[src/rtl/rm_counter.sv]
// rtl/rm_counter.sv - LDM/STM register-mask counter producing RM_CNTR_DONE
// Optional feature macro: RM_CNTR_PC_FLAG_EN (registers pc_in_list on load).
module rm_counter #(
    parameter int LIST_W = 16,
    parameter int ADDR_W = 32,
    parameter int STRIDE = 4
) (
    input  logic              clk,
    input  logic              rst,
    input  logic              load,
    input  logic [LIST_W-1:0] reglist,
    input  logic [ADDR_W-1:0] base,
    input  logic              p_bit,
    input  logic              u_bit,
    input  logic              step,
    output logic [3:0]        reg_num,
    output logic [ADDR_W-1:0] xfer_addr,
    output logic [ADDR_W-1:0] wb_addr,
    output logic [4:0]        count,
    output logic              active,
    output logic              done,
    output logic              pc_in_list
);

    typedef enum logic {
        IDLE = 1'b0,
        RUN  = 1'b1
    } state_t;

    localparam logic [ADDR_W-1:0] STRIDE_A = ADDR_W'(STRIDE);

    state_t            state;
    logic [LIST_W-1:0] mask;
    logic [LIST_W-1:0] mask_next;
    logic [4:0]        load_cnt;
    logic [ADDR_W-1:0] load_off;
    logic [ADDR_W-1:0] load_start;
    logic [ADDR_W-1:0] load_wb;

    // Number of set bits; the transfer count for a list.
    function automatic logic [4:0] popcount(input logic [LIST_W-1:0] m);
        logic [4:0] c;
        c = 5'd0;
        for (int i = 0; i < LIST_W; i++) begin
            if (m[i]) c = c + 5'd1;
        end
        return c;
    endfunction

    // Index of the lowest set bit; 0 when the list is empty.
    function automatic logic [3:0] lowest_bit(input logic [LIST_W-1:0] m);
        logic [3:0] idx;
        idx = 4'd0;
        for (int i = LIST_W - 1; i >= 0; i--) begin
            if (m[i]) idx = 4'(i);
        end
        return idx;
    endfunction

    // True when exactly one bit is set, i.e. the final transfer is on the bus.
    function automatic logic is_last(input logic [LIST_W-1:0] m);
        return (m != '0) && ((m & (m - 1'b1)) == '0);
    endfunction

    // Decode of the transfer being loaded: block size, start and writeback address.
    always_comb begin
        mask_next = mask & (mask - 1'b1);
        load_cnt  = popcount(reglist);
        load_off  = STRIDE_A * ADDR_W'(load_cnt);
        load_wb   = u_bit ? (base + load_off) : (base - load_off);
        case ({u_bit, p_bit})
            2'b10:   load_start = base;
            2'b11:   load_start = base + STRIDE_A;
            2'b00:   load_start = base - load_off + STRIDE_A;
            default: load_start = base - load_off;
        endcase
    end

    // Transfer sequencer: load captures a new list, step retires the lowest register.
    always_ff @(posedge clk or posedge rst) begin
        if (rst) begin
            state     <= IDLE;
            mask      <= '0;
            xfer_addr <= '0;
            wb_addr   <= '0;
            count     <= 5'd0;
            reg_num   <= 4'd0;
            done      <= 1'b1;
        end else if (load) begin
            mask      <= reglist;
            count     <= load_cnt;
            xfer_addr <= load_start;
            wb_addr   <= load_wb;
            reg_num   <= lowest_bit(reglist);
            state     <= (reglist != '0) ? RUN : IDLE;
            done      <= (reglist == '0) || is_last(reglist);
        end else if (step && state == RUN) begin
            mask      <= mask_next;
            xfer_addr <= xfer_addr + STRIDE_A;
            if (mask_next == '0) begin
                state <= IDLE;
                done  <= 1'b1;
            end else begin
                reg_num <= lowest_bit(mask_next);
                done    <= is_last(mask_next);
            end
        end
    end

    assign active = (state == RUN);

`ifdef RM_CNTR_PC_FLAG_EN
    // Remember whether R15 is in the list so the sequencer can take the PC-reload path.
    always_ff @(posedge clk or posedge rst) begin
        if (rst) begin
            pc_in_list <= 1'b0;
        end else if (load) begin
            pc_in_list <= reglist[LIST_W-1];
        end
    end
`else
    assign pc_in_list = 1'b0;
`endif

endmodule

[config.mk]
export PLATFORM = sky130hd
export DESIGN_NAME = rm_counter
export DESIGN_NICKNAME = d
export VERILOG_FILES = /design/src/rtl/rm_counter.sv
export SDC_FILE = /design/constraint.sdc
export NUM_CORES = 1
export LEC_CHECK = 0
export CAP_MARGIN = 20
export CORE_UTILIZATION = 65
export CTS_CLUSTER_DIAMETER = 80
export DETAILED_ROUTE_END_ITERATION = 10
export DONT_BUFFER_PORTS = 1
export PLACE_DENSITY = 0.83
export SYNTH_ARGS = -nofsm -noshare
export SYNTH_HDL_FRONTEND = slang
export SYNTH_SLANG_ARGS = --single-unit
[constraint.sdc]
create_clock -name clk -period 3.7 [get_ports clk]
set_input_delay 1.11 -clock clk [delete_from_list [all_inputs] [get_ports clk]]
set_output_delay 1.11 -clock clk [all_outputs]
set_load 0.05 [all_outputs]
==> results.toml, run 1 <==
[status]
status = "stopped before the end"
failing_step = "5_1_grt"
error_line = "[ERROR GRT-0232] Routing congestion too high. Check the congestion heatmap in the GUI."

[yosys]
synth_top_family_by_area = "simple AND/OR/NAND/NOR gates"
synth_most_common_cell = "nand2_1"
yosys.area.top_type = "dfrtp_1"
synth_xor_area_share_pct = 15.4
ys_types = 84
synthTopCellsByArea = "dfrtp_1 (23%), xnor2_1 (7.0%), xor2_1 (6.2%)"
ys_top_cells_by_count = "nand2_1 (161), nor2_1 (136), dfrtp_1 (90)"
ys.flop_type = "dfrtp_1"
synth.mux.area_fraction_pct = 4.83
syn-cell-area_um2 = 9820
async_flop_share_pct = 100
syn_avg_cell_area_um2 = 7.66
synth_edf_count = 0
synth.yosys.seq_area_share_pct = 23.2
yosys.area_share.simple_pct = 23.9
syn-num-nets = 1369
yosys.area_share.adder_pct = 5.07
synthCells = 1282
ys_warn_count = 0
synth_seq_cells = 91
synth_top_cell_area_share_pct = 22.9
synth_compound_area_share_pct = 20.6

[floorplan]
die_h_um = 125
rows = 44
ios = 130
die_w_um = 125
start_util_pct = 67.0

[sta]
grt-worst-endpoint = "xfer_addr[26]$_DFFE_PP0P_/D"
worst-endpoint-pin-kind = "register data pin"

[place]
port_buffers = 0
gp_congestion = 0.989
post-dp-hpwl_um = 22000

[global_routing]
grt_max_degree = 151
track_usage_pct = 89.2
grt_overflow = 365

[cts]
numCtsBuffers = 9
cts.sinks = 91
ctsLongestPathBuffers = 2
cts.htree.levels = 3
cts_root_buf = "clkbuf_16"
-- what timing repair did --
action,4_1_cts
buffers inserted,46
setup endpoints to repair,65
hold buffers,0
pin swaps,100
gates resized for setup,185
-- per-stage QoR --
stage | setup slack [ns] | hold WS (ns) | std cells | cell area [µm²] | utilization, %
after CTS | -7.34 | 0.655 | 1642 | 12900 | 88.1
after detailed placement | -7.80 | 0.646 | 1581 | 11400 | 77.8
after global placement | -7.40 | 0.626 | 1581 | 11400 | 77.8
after floorplan | -7.73 | 0.570 | 1282 | 10100 | -
-- layer usage --
| metal | GRT usage [%] | GRT overflow |
|---|---|---|
| met5 | 34.3 | 2 |
| met1 | 87.4 | 4 |
| met4 | 96.7 | 136 |
| met3 | 76.2 | 11 |
| met2 | 104 | 212 |
-- logic make-up after synthesis --
kind of cell,Yosys count
simple gates,493
compound gates,321
xor+xnor,160
buf+inv,133
flops,91
mux,43
fa+ha+maj,40
other cells,1
==> run 2, diff against run 1 <==
--- a/config.mk
+++ b/config.mk
@@ -6,11 +6,10 @@
 export NUM_CORES = 1
 export LEC_CHECK = 0
 export CAP_MARGIN = 20
-export CORE_UTILIZATION = 65
-export CTS_CLUSTER_DIAMETER = 80
+export CORE_UTILIZATION = 40
 export DETAILED_ROUTE_END_ITERATION = 10
 export DONT_BUFFER_PORTS = 1
-export PLACE_DENSITY = 0.83
+export PLACE_DENSITY_LB_ADDON = 0.15
 export SYNTH_ARGS = -nofsm -noshare
 export SYNTH_HDL_FRONTEND = slang
 export SYNTH_SLANG_ARGS = --single-unit
==> run 2 against run 1 <==
The flow now finishes, with violations (setup timing). Synthesized cell count is the same. Synthesized area unchanged.
==> results.toml, run 2 <==
[cts]
cts_tree = "done"
numCtsBuffers = 9
ctsLongestPathBuffers = 2
cts.sinks = 91
clkTransAtPathRegs_ns = 0.08
clock_latency_ns = 0.37
cts_root_buf = "clkbuf_16"
cts.htree.levels = 3

[yosys]
syn_avg_cell_area_um2 = 7.66
synthCells = 1282
synth.yosys.seq_area_share_pct = 23.2
ys_types = 84
synth_top_family_by_area = "simple AND/OR/NAND/NOR gates"
yosys.area_share.simple_pct = 23.9
synth_seq_cells = 91
synth_most_common_cell = "nand2_1"
syn-num-nets = 1369
ys_top_cells_by_count = "nand2_1 (161), nor2_1 (136), dfrtp_1 (90)"
ys_warn_count = 0
synth_xor_area_share_pct = 15.4
synthTopCellsByArea = "dfrtp_1 (23%), xnor2_1 (7.0%), xor2_1 (6.2%)"
async_flop_share_pct = 100
synth_top_cell_area_share_pct = 22.9
syn-cell-area_um2 = 9820
synth.mux.area_fraction_pct = 4.83
yosys.area.top_type = "dfrtp_1"
ys.flop_type = "dfrtp_1"
synth_compound_area_share_pct = 20.6
synth_edf_count = 0
yosys.area_share.adder_pct = 5.07

[routing]
drc = 0
wl_um = 32600
routedWlPerCell_um = 18.1
via_count = 10093
vias_per_cell = 5.61
ant_nets = 0
first_pass_iters = 7
drtIter0Drc = 710

[place]
gp_congestion = 0.901
port_buffers = 0
post-dp-hpwl_um = 24300
place_area_um2 = 11700

[global_routing]
grt_max_degree = 151
track_usage_pct = 25.9
grt_overflow = 0
grt_antenna_before_repair = 0
grt_pass1_vias = 9470
grt_pass1_wl_um = 50500

[critical_path]
cp_num_buf_inv = 3
cp.arrival_ns = 11.17
reg2reg_slack_ns = 0.58
rr_endpoint = "reg_num[0]"
path_class = "in2reg"
worstSetupStartpointType = "primary input"
critPathMostFrequentCell = "ha_4"
cp_max_fo = 4
slowest_stage = "or4_4"
max_stage_delay_ns = 0.57
cp-end-kind = "register"
timing.rr.start = "mask[2]"
ff2ff_path_depth = 12
cp.required_ns = 3.96
crit_family = "simple AND/OR/NAND/NOR gates"

[floorplan]
ios = 130
core-area_um2 = 23800
die_w_um = 159
die_h_um = 159
start_util_pct = 41.3
rows = 56
die_area_um2 = 25200

[sta]
drv_slew = 0
rsz0062_at_grt = "true"
min_period_ns = 10.90
layout_setup_ws_ns = -7.20
fin_skew_ns = 0.0139
fin_crit_sh_pct = 295
max_slew_margin_pct = 55.8
tns_ns = -390.05
max_freq_mhz = 91.7
final-setup-viol-count = 65
hold_viol = 0
worstMarginPinSlew_ns = 0.663

[hold_path]
min_path_type = "in2async"

[cells_and_area]
largestRegisters = "wb_addr: 32 flops, xfer_addr: 32 flops, mask: 16 flops"
regArea_um2 = 2280
diodes = 0
multi_input_area_um2 = 7830
syn_to_final_growth_pct = 34.0
n_fill_cell = 2243
drive_above_1_share_pct = 33.9
fin_area_um2 = 13200
fin_nets = 1562
final_common_cell = "buf_4"
mostFrequentLayoutCells = "buf_4 (253), nand2_1 (145), nor2_1 (122)"

[flow_run]
maxCapViolations = 0

[power]
ir_drop_mv = 1.19
p_per_area_nw_per_um2 = 990
p_leak_nw = 5.38

[status]
status = "finished with violations"
violations = "setup timing"
[run 2: worst register-to-register path, delay by kind of cell (launching register included)]
kind / cells / cell delay [ns]
buffers and inverters: 1 / 0.05
AO/OA/AOI/OAI: 4 / 0.69
adder cells (fa/ha/maj): 1 / 0.38
flip-flops: 1 / 0.48
AND/OR/NAND/NOR: 6 / 1.41
[run 2: worst max path at each step]
| stage | cells after the start | from | end | slack (ns) |
|---|---|---|---|---|
| global route | 58 | reglist[1] | xfer_addr[28] | -7.58 |
| finish | 57 | reglist[1] | xfer_addr[29] | -7.20 |
| global placement | 57 | reglist[0] | xfer_addr[29] | -7.54 |
| CTS | 58 | reglist[1] | xfer_addr[28] | -7.24 |
| floorplan | 55 | reglist[0] | xfer_addr[29] | -7.73 |
| detailed placement | 57 | reglist[0] | xfer_addr[29] | -7.78 |
[run 2: where the power goes]
part	internal, W	total, W	switching, W
Clock	0.000602	0.00106	0.000459
Sequential	0.00119	0.00194	0.000745
Combinational	0.00517	0.0100	0.00485
Total	0.00697	0.0130	0.00606
[run 2: cell type report]
class                      instances  area share (%)
timing repair buffer             274            16.4
multi-input combinational       1058            59.5
clock inverter                     6           0.732
clock buffer                      10            1.74
tap                              319            3.03
sequential                        91            17.3
inverter                          41            1.32
[run 2: cell families (layout without fill, tap and decap cells)]
group / count (synthesis) / count (layout)
adder cells (fa/ha/maj): 40 / 40
XOR/XNOR: 160 / 160
AO/OA/AOI/OAI: 321 / 321
other: 1 / 1
buffers and inverters: 133 / 331
AND/OR/NAND/NOR: 493 / 493
flip-flops: 91 / 91
multiplexers: 43 / 43
[run 2: repair_timing]
item                       4_1_cts  5_1_grt
setup endpoints to repair       65       65
buffers inserted                35       21
pin swaps                       92       30
resized for setup              124       42
cloned                           0        0
hold buffers                     0        0
[run 2: per-stage QoR]
step           instances  utilization [%]  hold slack [ns]  power, W  setup slack, ns
5_1_grt             1799             55.4            0.698    0.0138            -7.58
3_5_place_dp        1728             49.1            0.650   0.00975            -7.78
6_report            1799             55.4            0.658    0.0130            -7.20
4_1_cts             1779             53.9            0.667    0.0121            -7.24
2_1_floorplan       1282                -            0.570   0.00655            -7.73
3_3_place_gp        1728             49.1            0.637   0.00966            -7.54
[run 2: layer usage]
layer  share of wire, %  GRT usage, %
met1                 46          34.7
met5                  0             0
met4                1.7          6.14
met3                5.8          4.76
met2                 47          42.9
No activity file was read; power rests on OpenSTA's default activity.
